<file path="src/rtl/pll_lock_reset_ctrl.sv">
// -----------------------------------------------------------------------------
// pll_lock_reset_ctrl
//
// Generates the design-domain reset from the PLL lock indication. The lock
// signal is synchronized, then qualified: it must stay high for
// LOCK_STABLE_CYCLES consecutive cycles. After that, sys_rst is held for
// another RESET_HOLD_CYCLES before it is released. Any loss of lock sends the
// controller back to WAIT_LOCK. A loss seen while running is also reported
// as a one-cycle pulse and counted in a saturating counter.
//
// Ports
//   clk              system clock (PLL c0 output), rising edge
//   rst              asynchronous active-high reset
//   pll_locked       raw PLL lock status, asynchronous to clk, may glitch
//   clear_count      single-cycle request to zero lock_loss_count
//   sys_rst          active-high design reset: async assert, sync deassert
//   rst_done         high only while the controller is in RUN
//   lock_lost_pulse  one-cycle pulse on each loss of lock while in RUN
//   lock_loss_count  saturating (255) count of lock losses seen in RUN
//   state_o          FSM state: 0 WAIT_LOCK, 1 STABLE, 2 HOLD, 3 RUN
// -----------------------------------------------------------------------------
module pll_lock_reset_ctrl #(
   parameter int SYNC_STAGES        = 2,    // legal range 2..4
   parameter int LOCK_STABLE_CYCLES = 1024, // minimum 1
   parameter int RESET_HOLD_CYCLES  = 16    // minimum 1
) (
   input  logic       clk,
   input  logic       rst,
   input  logic       pll_locked,
   input  logic       clear_count,
   output logic       sys_rst,
   output logic       rst_done,
   output logic       lock_lost_pulse,
   output logic [7:0] lock_loss_count,
   output logic [1:0] state_o
);

   // One counter serves both the STABLE and HOLD phases, so it is sized for
   // the longer of the two.
   localparam int MAX_CYCLES = (LOCK_STABLE_CYCLES > RESET_HOLD_CYCLES) ?
                               LOCK_STABLE_CYCLES : RESET_HOLD_CYCLES;
   localparam int CNT_W      = $clog2(MAX_CYCLES + 1);

   localparam logic [CNT_W-1:0] STABLE_LAST = CNT_W'(LOCK_STABLE_CYCLES - 1);
   localparam logic [CNT_W-1:0] HOLD_LAST   = CNT_W'(RESET_HOLD_CYCLES - 1);

   typedef enum logic [1:0] {
      WAIT_LOCK = 2'd0,
      STABLE    = 2'd1,
      HOLD      = 2'd2,
      RUN       = 2'd3
   } state_t;

   state_t                   state_q;
   logic [CNT_W-1:0]         cnt_q;
   logic [SYNC_STAGES-1:0]   sync_q;
   logic                     locked_s;

   // Synchronizer chain. A new sample enters at bit 0, and the top bit is the
   // only lock value the FSM ever looks at.
   // NOTE: sequential state uses non-blocking assignments only. This way every
   // flop samples the values from before the edge, whatever the statement order.
   always_ff @(posedge clk or posedge rst) begin
      if (rst) begin
         sync_q <= '0;
      end else begin
         sync_q <= {sync_q[SYNC_STAGES-2:0], pll_locked};
      end
   end

   assign locked_s = sync_q[SYNC_STAGES-1];

   // Qualification FSM. Every output is a flop, so sys_rst, rst_done and
   // lock_lost_pulse cannot glitch. The async reset forces the safe values
   // immediately. Because it never passes through RUN, it never registers as
   // a lock loss.
   always_ff @(posedge clk or posedge rst) begin
      if (rst) begin
         state_q         <= WAIT_LOCK;
         cnt_q           <= '0;
         sys_rst         <= 1'b1;
         rst_done        <= 1'b0;
         lock_lost_pulse <= 1'b0;
         lock_loss_count <= 8'd0;
      end else begin
         lock_lost_pulse <= 1'b0;
         if (clear_count) begin
            lock_loss_count <= 8'd0;
         end

         case (state_q)
            WAIT_LOCK: begin
               cnt_q <= '0;
               if (locked_s) begin
                  state_q <= STABLE;
               end
            end

            STABLE: begin
               if (!locked_s) begin
                  state_q <= WAIT_LOCK;
                  cnt_q   <= '0;
               end else if (cnt_q == STABLE_LAST) begin
                  state_q <= HOLD;
                  cnt_q   <= '0;
               end else begin
                  cnt_q <= cnt_q + 1'b1;
               end
            end

            HOLD: begin
               if (!locked_s) begin
                  state_q <= WAIT_LOCK;
                  cnt_q   <= '0;
               end else if (cnt_q == HOLD_LAST) begin
                  state_q  <= RUN;
                  cnt_q    <= '0;
                  sys_rst  <= 1'b0;
                  rst_done <= 1'b1;
               end else begin
                  cnt_q <= cnt_q + 1'b1;
               end
            end

            RUN: begin
               if (!locked_s) begin
                  state_q         <= WAIT_LOCK;
                  sys_rst         <= 1'b1;
                  rst_done        <= 1'b0;
                  lock_lost_pulse <= 1'b1;
                  // A clear in the same cycle wins first, then this loss is
                  // counted on top of it.
                  if (clear_count) begin
                     lock_loss_count <= 8'd1;
                  end else if (lock_loss_count != 8'hFF) begin
                     lock_loss_count <= lock_loss_count + 8'd1;
                  end
               end
            end

            default: begin
               state_q <= WAIT_LOCK;
               cnt_q   <= '0;
            end
         endcase
      end
   end

   assign state_o = state_q;

endmodule
</file>
<file path="config.mk">
export PLATFORM = sky130hd
export DESIGN_NAME = pll_lock_reset_ctrl
export DESIGN_NICKNAME = d
export VERILOG_FILES = /design/src/rtl/pll_lock_reset_ctrl.sv
export SDC_FILE = /design/constraint.sdc
export NUM_CORES = 1
export LEC_CHECK = 0
export ABC_CLOCK_PERIOD_IN_PS = 2140
export BUFFER_PORTS_ARGS = -buffer_cell sky130_fd_sc_hd__buf_2
export CORE_ASPECT_RATIO = 1.1
export CORE_MARGIN = 4
export CORE_UTILIZATION = 30
export DETAILED_ROUTE_END_ITERATION = 10
export MAX_ROUTING_LAYER = met4
export PLACE_DENSITY_LB_ADDON = 0.05
export RECOVER_POWER = 25
export SYNTH_ARGS = -nofsm -noshare
export SYNTH_HDL_FRONTEND = slang
export SYNTH_SLANG_ARGS = --single-unit
</file>
<file path="constraint.sdc">
create_clock -name clk -period 2.14 [get_ports clk]
set_input_delay 0.214 -clock clk [delete_from_list [all_inputs] [get_ports clk]]
set_output_delay 0.214 -clock clk [all_outputs]
set_load 0.02 [all_outputs]
</file>
; Word-level counts from Yosys, hierarchy flattened
; Cells that the tools add are included.
[word_totals]
out_inout_bits = 13
word_cells = 53
reg_bits = 26
[classes]
eq_ne = 12
n_mux = 27
n_reduce_logical = 5
n_addsub = 2
[ops]
columns = cell, n
row1 = 2-to-1 mux 11 bit, 4
row2 = 2-to-1 mux 8 bit, 5
row3 = one-hot mux 11 bit (3 select lines), 1
row4 = 2-to-1 mux 2 bit, 6
row5 = "adder 11 x 1 -> 11 bit, second input constant", 1
row6 = "== test 11 x 10 -> 1 bit, second input constant", 1
row7 = "== test 11 x 4 -> 1 bit, second input constant", 1
row8 = "adder 8 x 1 -> 8 bit, second input constant", 1
row9 = 2-to-1 mux 1 bit, 8
row10 = "!= test 2 bit, second input constant", 4
row11 = "!= test 8 bit, second input constant", 1
row12 = one-hot mux 2 bit (4 select lines), 1
row13 = AND reduction 4 bit, 2
row14 = "!= test 3 bit, second input constant", 2
row15 = "== test 2 bit, second input constant", 2
row16 = one-hot mux 1 bit (2 select lines), 2
row17 = nonzero test 3 bit, 1
row18 = "== test 2 x 1 -> 1 bit, second input constant", 1
row19 = logical NOT 2 bit, 1
row20 = nonzero test 2 bit, 1

; Logic depth before layout (Yosys ltp)
; Gate-level depths: netlist (run 1).
[logic_depth]
word_depth = 5
mapped_depth = 6

; Least setup slack after synthesis (run 1)
; OpenSTA, ideal clock, no wires.
[synth_path]
kind = register to register
startpoint = reg cnt_q[0]
endpoint = reg cnt_q[7]
path_stages_with_launch = 7
required_time_ns = 2.019
slack_ns = 0.189
n_path_buf = 0
arrival_time_ns = 1.830
cell_sequence = dfrtp_1 > ha_1 > nand3_2 > or4_4 > a32oi_4 > o21bai_2 > a22o_1
[synth_between]
elab_chain_len = 4
elab_cells_between_ends = 8
classes_between = add/sub: 1 / eq/ne: 2 / mux: 5
[synth_rtl]
columns = item, line_no
row1 = from (decl), 55  ; logic [CNT_W-1:0] cnt_q;
row2 = from (signal assigned), 107  ; cnt_q <= cnt_q + 1'b1;
row3 = from (signal assigned), 121  ; cnt_q <= cnt_q + 1'b1;
row4 = "adder 11 x 1 -> 11 bit, or another cell as far along", "107, 121"
row5 = 2-to-1 mux 11 bit (on tied branches), "115, 103"
row6 = 2-to-1 mux 11 bit (on tied branches), "112, 100"
row7 = one-hot mux 11 bit (3 select lines) (*), 91  ; case (state_q)
; Mark *: on every way between the ends. The rest lies on a longest branch, timed or not.
; A chain may end at the register's enable or synchronous reset.

; Final worst setup path (run 1)
[layout_path]
startpoint = reg cnt_q[0]
endpoint = reg cnt_q[2]
; Same word-level chain as after synthesis.

==> results of run 1 <==
[critical path, stage by stage (launching register included)]
cell and delay (ns):
dfrtp_1 0.42, ha_1 0.20, nand3_2 0.07, or4_4 0.56, a32oi_4 0.32, nor2_1 0.11, a22o_1 0.24
[worst min-delay path by stage]
stage / startpoint / endpoint / slack (ns)
CTS: pll_locked / sync_q[0] / 0.03
detailed placement: rst / sync_q[1] / 0.30
finish: pll_locked / sync_q[0] / 0.04
global placement: rst / sync_q[0] / 0.29
global route: pll_locked / sync_q[0] / 0.03
floorplan: rst / cnt_q[0] / 0.25
[synth_stat cells, drive strengths merged (2+ instances only)]
library cell	count
dfrtp	25
nand2	16
nor2	13
o21ai	9
a21oi	8
ha	7
nand3	7
nor3	7
inv	6
or3	6
a21o	5
a211oi	4
and3	4
clkbuf	4
mux2i	4
nand4	4
nor2b	3
nor4	3
a22o	2
a31oi	2
nand2b	2
o21bai	2
or4	2
[kinds of logic after synthesis]
| logic type | synth area share [%] |
|---|---|
| flops | 43.9 |
| mux | 2.69 |
| buf+inv | 2.78 |
| xor+xnor | 0.589 |
| compound gates | 18.4 |
| simple gates | 25.8 |
| fa+ha+maj | 5.89 |
[area by class of cell]
cell class	count	area share, %
well taps	56	3.99
multi-input cells	122	45.5
clock inverters	1	1.71
repair buffers	24	7.98
clock buffers	3	2.35
flip-flops and latches	26	37.1
inverters	6	1.28
[layout by cell type (no fill, tap or decap), drive strengths merged, types with 4 or more instances in the layout]
master	Yosys	final
clkbuf	4	4
ha	7	7
inv	6	6
a21oi	8	8
dfrtp	25	25
and3	4	4
o21ai	9	9
buf	1	22
nand4	4	4
or3	6	6
nor3	7	7
nand3	7	7
mux2i	4	4
nor2	13	13
nand2	16	16
a21o	5	5
a211oi	4	4
[per-layer routing]
metal / vias to the layer above / GRT usage (%) / wire, microns
li1: 626 / - / -
met1: 591 / 17.0 / 1660
met2: 21 / 19.8 / 1640
met3: 4 / 1.84 / 71
met4: 0 / 4.63 / 28
met5: - / - / 0
[registers in the layout, indices dropped and copies added (netlist names)]
register	count
sync_q	2
rst_done	1
state_o	2
sys_rst	1
lock_lost_pulse	1
lock_loss_count	8
cnt_q	11
[power by group]
part	internal, mW	total, mW	switching, mW	leakage (nW)
Clock	0.251	0.423	0.172	0.0357
Sequential	0.520	0.555	0.0346	0.353
Combinational	0.123	0.327	0.204	0.427
[repair_timing]
action	in CTS	in global routing
resized for setup	0	1
hold buffers	1	0
hold endpoints to repair	25	0
setup endpoints to repair	0	3
==> results.yml, run 1 <==
sta:
  skew_ns: 0.00650
  rsz0062_at_grt: "no"
  setup_tns_ns: 0
  slew-limit-headroom_pct: 53.6
  hold_viol_final: 0
  final.min_clock_period_ns: 2.03
  layout_setup_ws_ns: 0.107
  whs_ns: 0.0437
  max_freq_mhz: 492
  tightest_slew_ns: 0.696
  slew_viol_final: 0
  fin_crit_sh_pct: 95.0
  setup_viol: 0
logic_synthesis:
  yosys_warnings: 0
  syn_area_per_cell_sq_um: 9.35
  synth_edf_count: 0
  ys_ff_latch: 26
  postSynth.asyncResetShare_pct: 100
  synth_flop_cell: "dfrtp_1"
  synth_top_area_share_pct: 42.1
  synth.area.top_cells: "dfrtp_1, ha_1, nand2_1"
  synthesis.nets: 170
  syn_inst: 159
  synth_area_sq_um: 1490
  yosys.area.top_type: "dfrtp_1"
  synth_cell_types: 42
  synth_sequential_area_ratio_pct: 43.9
place:
  hpwl_microns: 2470
  gp_congestion: 0.810
  placed_cells: 233
  post-place-ws_ns: 0.0894
  dpl-instance-area_sq_um: 1670
  io_buffer_count: 16
die:
  core_area_sq_um: 4720
  ios: 17
  chipWidth_microns: 75.1
  die_y_microns: 81.8
  fp.dieArea_sq_um: 6150
  start_util_pct: 31.5
  std_cell_rows: 26
cells_and_area:
  syn_to_final_growth_pct: 18.1
  instances_no_fill: 238
  multi_input_area_sq_um: 800
  register_area_sq_um: 652
  postLayoutCellArea_sq_um: 1760
  fill_cells: 500
  n_antenna_cell: 0
  fin_nets: 194
  fin_util_pct: 37.2
  drive_gt1_share_pct: 21.4
global_routing:
  grt_pass1_wl_microns: 5960
  track_usage_pct: 12.8
  antenna_found_initial: 0
  grt_start_max_net_pins: 27
  grt_overflow_total: 0
  first_global_vias: 1291
detailed_routing:
  routed_wirelength_microns: 3400
  wire_per_inst_microns: 14.3
  drt-pass1-iter-count: 4
  ant_nets: 0
  dr.first_iter.drc_count: 49
  vias: 1242
  via_per_inst: 5.22
  drc: 0
worst_setup_path:
  worstReg2RegStart: "cnt_q[0]"
  worstPathRequired_ns: 2.32
  crit_path_start_kind: "register"
  path_class: "reg -> reg"
  cp.arrival_ns: 2.21
  crit_path_end: "cnt_q[2]"
  r2r-end: "cnt_q[2]"
  ff2ff_path_depth: 6
  startpoint: "cnt_q[0]"
  reg2reg_slack_ns: 0.11
  crit_path_max_fanout: 8
  cp-end-kind: "register"
clock_network:
  path_clk_slew_ns: 0.10
  cts_tree: "done"
  htreeDepth: 1
  clock_path_buffers: 2
  cts.sinks: 26
  cts_root_buf: "clkbuf_8"
  clock_latency_ns: 0.28
  numCtsBuffers: 3
  post-cts-setup-buffer-count: 0
worst_hold_path:
  hold_path_depth: 1
  worst_hold_path_type: "in -> reg"
pwr:
  vdd_drop_max_v: 0.000282
  p_per_area_nw_per_um2: 743
  p_leak_nw: 0.816
  total_power_mw: 1.30
status:
  status: "complete, no violations"
flow_run:
  maxCapViolations: 0
(Power assumes the default switching activity.)
==> run 2, diff against run 1 <==
Settings changed: REMOVE_ABC_BUFFERS from default to 1.
==> results.yml, run 2 (synthesized netlist as in run 1, its figures left out) <==
sta:
  setup_viol: 0
  hold_viol_final: 0
  whs_ns: 0.00960
  tightest_slew_ns: 0.630
  skew_ns: 0.00807
  fin_crit_sh_pct: 94.7
  rsz0062_at_grt: "no"
  setup_tns_ns: 0
  slew-limit-headroom_pct: 58.0
  slew_viol_final: 0
  final.min_clock_period_ns: 2.03
  max_freq_mhz: 493
cells_and_area:
  layout_common_cells: "dfrtp_1, nand2_1, buf_2"
  fin_nets: 193
  fill_cells: 485
  regMostFlops: "cnt_q"
  instances_no_fill: 237
  largest_register_ffs: 11
  syn_to_final_growth_pct: 16.5
  layout_commonest_cell: "dfrtp_1"
  reg_top3: "cnt_q (11), lock_loss_count (8)"
  drive_gt1_share_pct: 21.5
  n_antenna_cell: 0
detailed_routing:
  drt-pass1-iter-count: 5
  drc: 0
  routed_wirelength_microns: 3290
  dr.first_iter.drc_count: 110
  via_per_inst: 5.35
  ant_nets: 0
  wire_per_inst_microns: 13.9
  vias: 1269
worst_setup_path:
  worstPathCellList: "ha_1, nand3_2, or4_4, a32oi_4, o21bai_2, a22o_1"
  cp-end-kind: "register"
  cp.arrival_ns: 2.19
  path_class: "reg -> reg"
  crit_path_max_fanout: 8
  critPathSlowestCell: "or4_4"
  critPathMaxStageDelay_ns: 0.56
  worstPathRequired_ns: 2.30
  crit_path_start_kind: "register"
  crit_buf_inv: 0
  crit_family: "compound AO/OA/AOI/OAI gates"
clock_network:
  cts_tree: "done"
  clock_latency_ns: 0.27
  htreeDepth: 1
  numCtsBuffers: 3
  cts.sinks: 26
  post-cts-setup-buffer-count: 0
  cts_hold_buf: 0
  cts_resized: 0
  path_clk_slew_ns: 0.10
  cts_root_buf: "clkbuf_8"
  clock_path_buffers: 2
pwr:
  p_leak_nw: 0.804
  vdd_drop_max_v: 0.000355
  p_per_area_nw_per_um2: 698
die:
  die_y_microns: 81.8
  start_util_pct: 31.5
  std_cell_rows: 26
  chipWidth_microns: 75.1
  fp.dieArea_sq_um: 6150
  ios: 17
  core_area_sq_um: 4720
global_routing:
  first_global_vias: 1216
  grt_pass1_wl_microns: 5820
  grt_start_max_net_pins: 17
  antenna_found_initial: 0
  grt_overflow_total: 0
  track_usage_pct: 12.5
place:
  hpwl_microns: 2440
  io_buffer_count: 16
  placed_cells: 233
  gp_congestion: 0.757
status:
  status: "complete, no violations"
flow_run:
  maxCapViolations: 0
worst_hold_path:
  worst_hold_path_type: "in -> async"
-- run 2: cell type report --
type / count / area, sq um / area share [%]
well taps: 56 / 70.1 / 4.05
flip-flops and latches: 26 / 652 / 37.6
clock buffers: 4 / 55.1 / 3.18
inverters: 6 / 22.5 / 1.30
repair buffers: 23 / 133 / 7.66
multi-input cells: 122 / 800 / 46.2
-- run 2: through the flow --
stage	cell area, sq um	util, %	worst slack, ns	total power, mW
floorplan	1470	-	0.189	0.797
global placement	1670	35.4	0.151	0.891
detailed placement	1670	35.4	0.0914	0.897
CTS	1730	36.6	0.0763	1.23
global route	1730	36.7	0.00597	1.30
finish	1730	36.7	0.112	1.21
-- run 2: layer usage --
metal | vias up | track usage [%] | routed length (microns)
met5 | - | - | 0
met4 | 0 | 2.85 | 21
met3 | 2 | 1.84 | 117
met2 | 30 | 20.3 | 1640
met1 | 615 | 16.5 | 1520
li1 | 622 | - | -
-- run 2: final timing paths --
| check | startpoint | endpoint | slack [ns] | cells past startpoint |
|---|---|---|---|---|
| setup reg to reg | cnt_q[0] | cnt_q[7] | 0.11 | 6 |
| max in group asynchronous | rst | cnt_q[7] | 1.53 | 3 |
| setup / recovery | cnt_q[0] | cnt_q[7] | 0.11 | 6 |
| hold / removal | rst | lock_loss_count[0] | 0.01 | 2 |
| hold reg to reg | sync_q[0] | sync_q[1] | 0.37 | 0 |
| min in group clk | pll_locked | sync_q[0] | 0.05 | 1 |
-- run 2: power by group --
part,internal [mW],switching [mW],leakage [nW]
combinational,0.129,0.205,0.422
clock,0.164,0.157,0.0288
sequential,0.520,0.0346,0.353
-- run 2: worst reg2reg max path, cell delays in order, from the launching register on --
cell,delay (ns)
dfrtp_1,0.42
ha_1,0.20
nand3_2,0.08
or4_4,0.56
a32oi_4,0.32
o21bai_2,0.12
a22o_1,0.24
==> run 3, diff against run 2 <==
Settings changed: CORE_ASPECT_RATIO 1.1 to default.
==> results.yml, run 3 (synthesized netlist as in run 1, its figures left out) <==
clock_network:
  cts.sinks: 26
  htreeDepth: 1
  cts_tree: "done"
  path_clk_slew_ns: 0.10
  cts_root_buf: "clkbuf_8"
  numCtsBuffers: 3
  clock_latency_ns: 0.28
  clock_path_buffers: 2
worst_hold_path:
  worst_hold_path_type: "in -> reg"
  hold_path_depth: 1
pwr:
  vdd_drop_max_v: 0.000226
  p_leak_nw: 0.797
  comb_power_share_pct: 26.9
  total_power_mw: 1.33
  swShare_pct: 31.6
  p_seq_share_pct: 41.4
  clkPwrFrac_pct: 31.7
  p_per_area_nw_per_um2: 750
  netSwitchingPower_mw: 0.421
  p_int_mw: 0.911
worst_setup_path:
  cp.arrival_ns: 2.20
  crit_path_max_fanout: 5
  cp-end-kind: "register"
  worstPathRequired_ns: 2.32
  reg2reg_slack_ns: 0.11
  crit_path_start_kind: "register"
  path_class: "reg -> reg"
  ff2ff_path_depth: 7
die:
  start_util_pct: 31.3
  die_y_microns: 78.4
  core_area_sq_um: 4750
  fp.dieArea_sq_um: 6140
  std_cell_rows: 25
  chipWidth_microns: 78.4
  ios: 17
place:
  gp_congestion: 0.790
  hpwl_microns: 2560
  io_buffer_count: 16
sta:
  hold_viol_final: 0
  whs_ns: 0.0364
  final.min_clock_period_ns: 2.03
  setup_viol: 0
  max_freq_mhz: 494
  fin_crit_sh_pct: 94.7
  rsz0062_at_grt: "no"
  tightest_slew_ns: 0.561
  slew-limit-headroom_pct: 62.6
  skew_ns: 0.00162
  slew_viol_final: 0
  setup_tns_ns: 0
detailed_routing:
  via_per_inst: 4.94
  vias: 1240
  dr.first_iter.drc_count: 47
  drc: 0
  ant_nets: 0
  routed_wirelength_microns: 3450
  drt-pass1-iter-count: 4
  wire_per_inst_microns: 13.7
cells_and_area:
  drive_gt1_share_pct: 19.6
  n_antenna_cell: 0
  layout_common_cells: "dfrtp_1, nand2_1, nor2_1"
  register_area_sq_um: 652
  fin_nets: 196
  fin_util_pct: 37.4
  regMostFlops: "cnt_q"
  multi_input_area_sq_um: 796
  reg_top3: "cnt_q (11), lock_loss_count (8)"
  layout_commonest_cell: "dfrtp_1"
  fill_cells: 506
  syn_to_final_growth_pct: 19.5
  largest_register_ffs: 11
global_routing:
  grt_overflow_total: 0
  track_usage_pct: 12.6
  antenna_found_initial: 0
  grt_pass1_wl_microns: 5970
  grt_start_max_net_pins: 18
  first_global_vias: 1194
flow_run:
  maxCapViolations: 0
status:
  status: "complete, no violations"
-- run 3: changes by cell type in the layout (fill, tap and decap cells not counted) --
| cell | before | now |
|---|---|---|
| buf_2 | 16 | 11 |
| clkbuf_1 | 0 | 5 |
| buf_4 | 7 | 9 |
| bufinv_16 | 0 | 1 |
| clkbuf_8 | 4 | 3 |
| dlygate4sd3_1 | 0 | 1 |
| ha_1 | 7 | 6 |
| ha_2 | 0 | 1 |
| nor4_1 | 2 | 3 |
| nor4_2 | 1 | 0 |
-- run 3: cell type report --
class / count / share of cell area, %
clock buffers: 3 / 2.32
clock inverters: 1 / 1.69
inverters: 6 / 1.27
multi-input cells: 122 / 44.8
flip-flops and latches: 26 / 36.7
well taps: 67 / 4.72
repair buffers: 26 / 8.52
-- run 3: what timing repair did --
item / CTS / global route
gates resized for setup: 0 / 1
hold endpoints to repair: 8 / 0
hold buffers: 1 / 0
setup endpoints to repair: 0 / 3
setup buffers: 0 / 1
-- run 3: power by group through the flow --
stage | registers [mW] | logic, mW | clock network [mW]
5_1_grt | 0.558 | 0.396 | 0.465
3_3_place_gp | 0.559 | 0.338 | 0
6_report | 0.552 | 0.359 | 0.422
3_5_place_dp | 0.562 | 0.341 | 0
4_1_cts | 0.552 | 0.347 | 0.440
2_1_floorplan | 0.583 | 0.214 | 0
-- run 3: worst max-delay path, stage by stage, from the launching register on --
cell and delay (ns):
dfrtp_1 0.41, ha_2 0.24, nand3_2 0.09, or4_4 0.56, a32oi_4 0.24, buf_4 0.19
a21oi_1 0.04, a21o_1 0.15
-- run 3: path summary, 6_finish.rpt --
check                           start         to
max in group asynchronous         rst   cnt_q[1]
max                          cnt_q[1]   cnt_q[3]
min in group asynchronous         rst  sync_q[1]
min                        pll_locked  sync_q[0]
min reg2reg                 sync_q[0]  sync_q[1]
max reg2reg                  cnt_q[1]   cnt_q[3]
-- run 3: per-stage QoR --
| stage | setup WS (ns) | instance area [sq um] | std cells |
|---|---|---|---|
| after floorplan | 0.189 | 1470 | 154 |
| after global placement | 0.115 | 1690 | 245 |
| after detailed placement | 0.0758 | 1690 | 245 |
| after CTS | 0.0430 | 1770 | 250 |
| after global routing | 0.0150 | 1780 | 251 |
| final | 0.114 | 1780 | 251 |
-- run 3: per-layer routing --
layer	track usage, %	vias to the layer above	wire (microns)	share of wire [%]
met5	-	-	0	0
met4	4.20	0	42	1.2
met3	2.06	4	63	1.8
met2	20.0	13	1580	46
met1	16.5	593	1770	51
li1	-	630	-	-
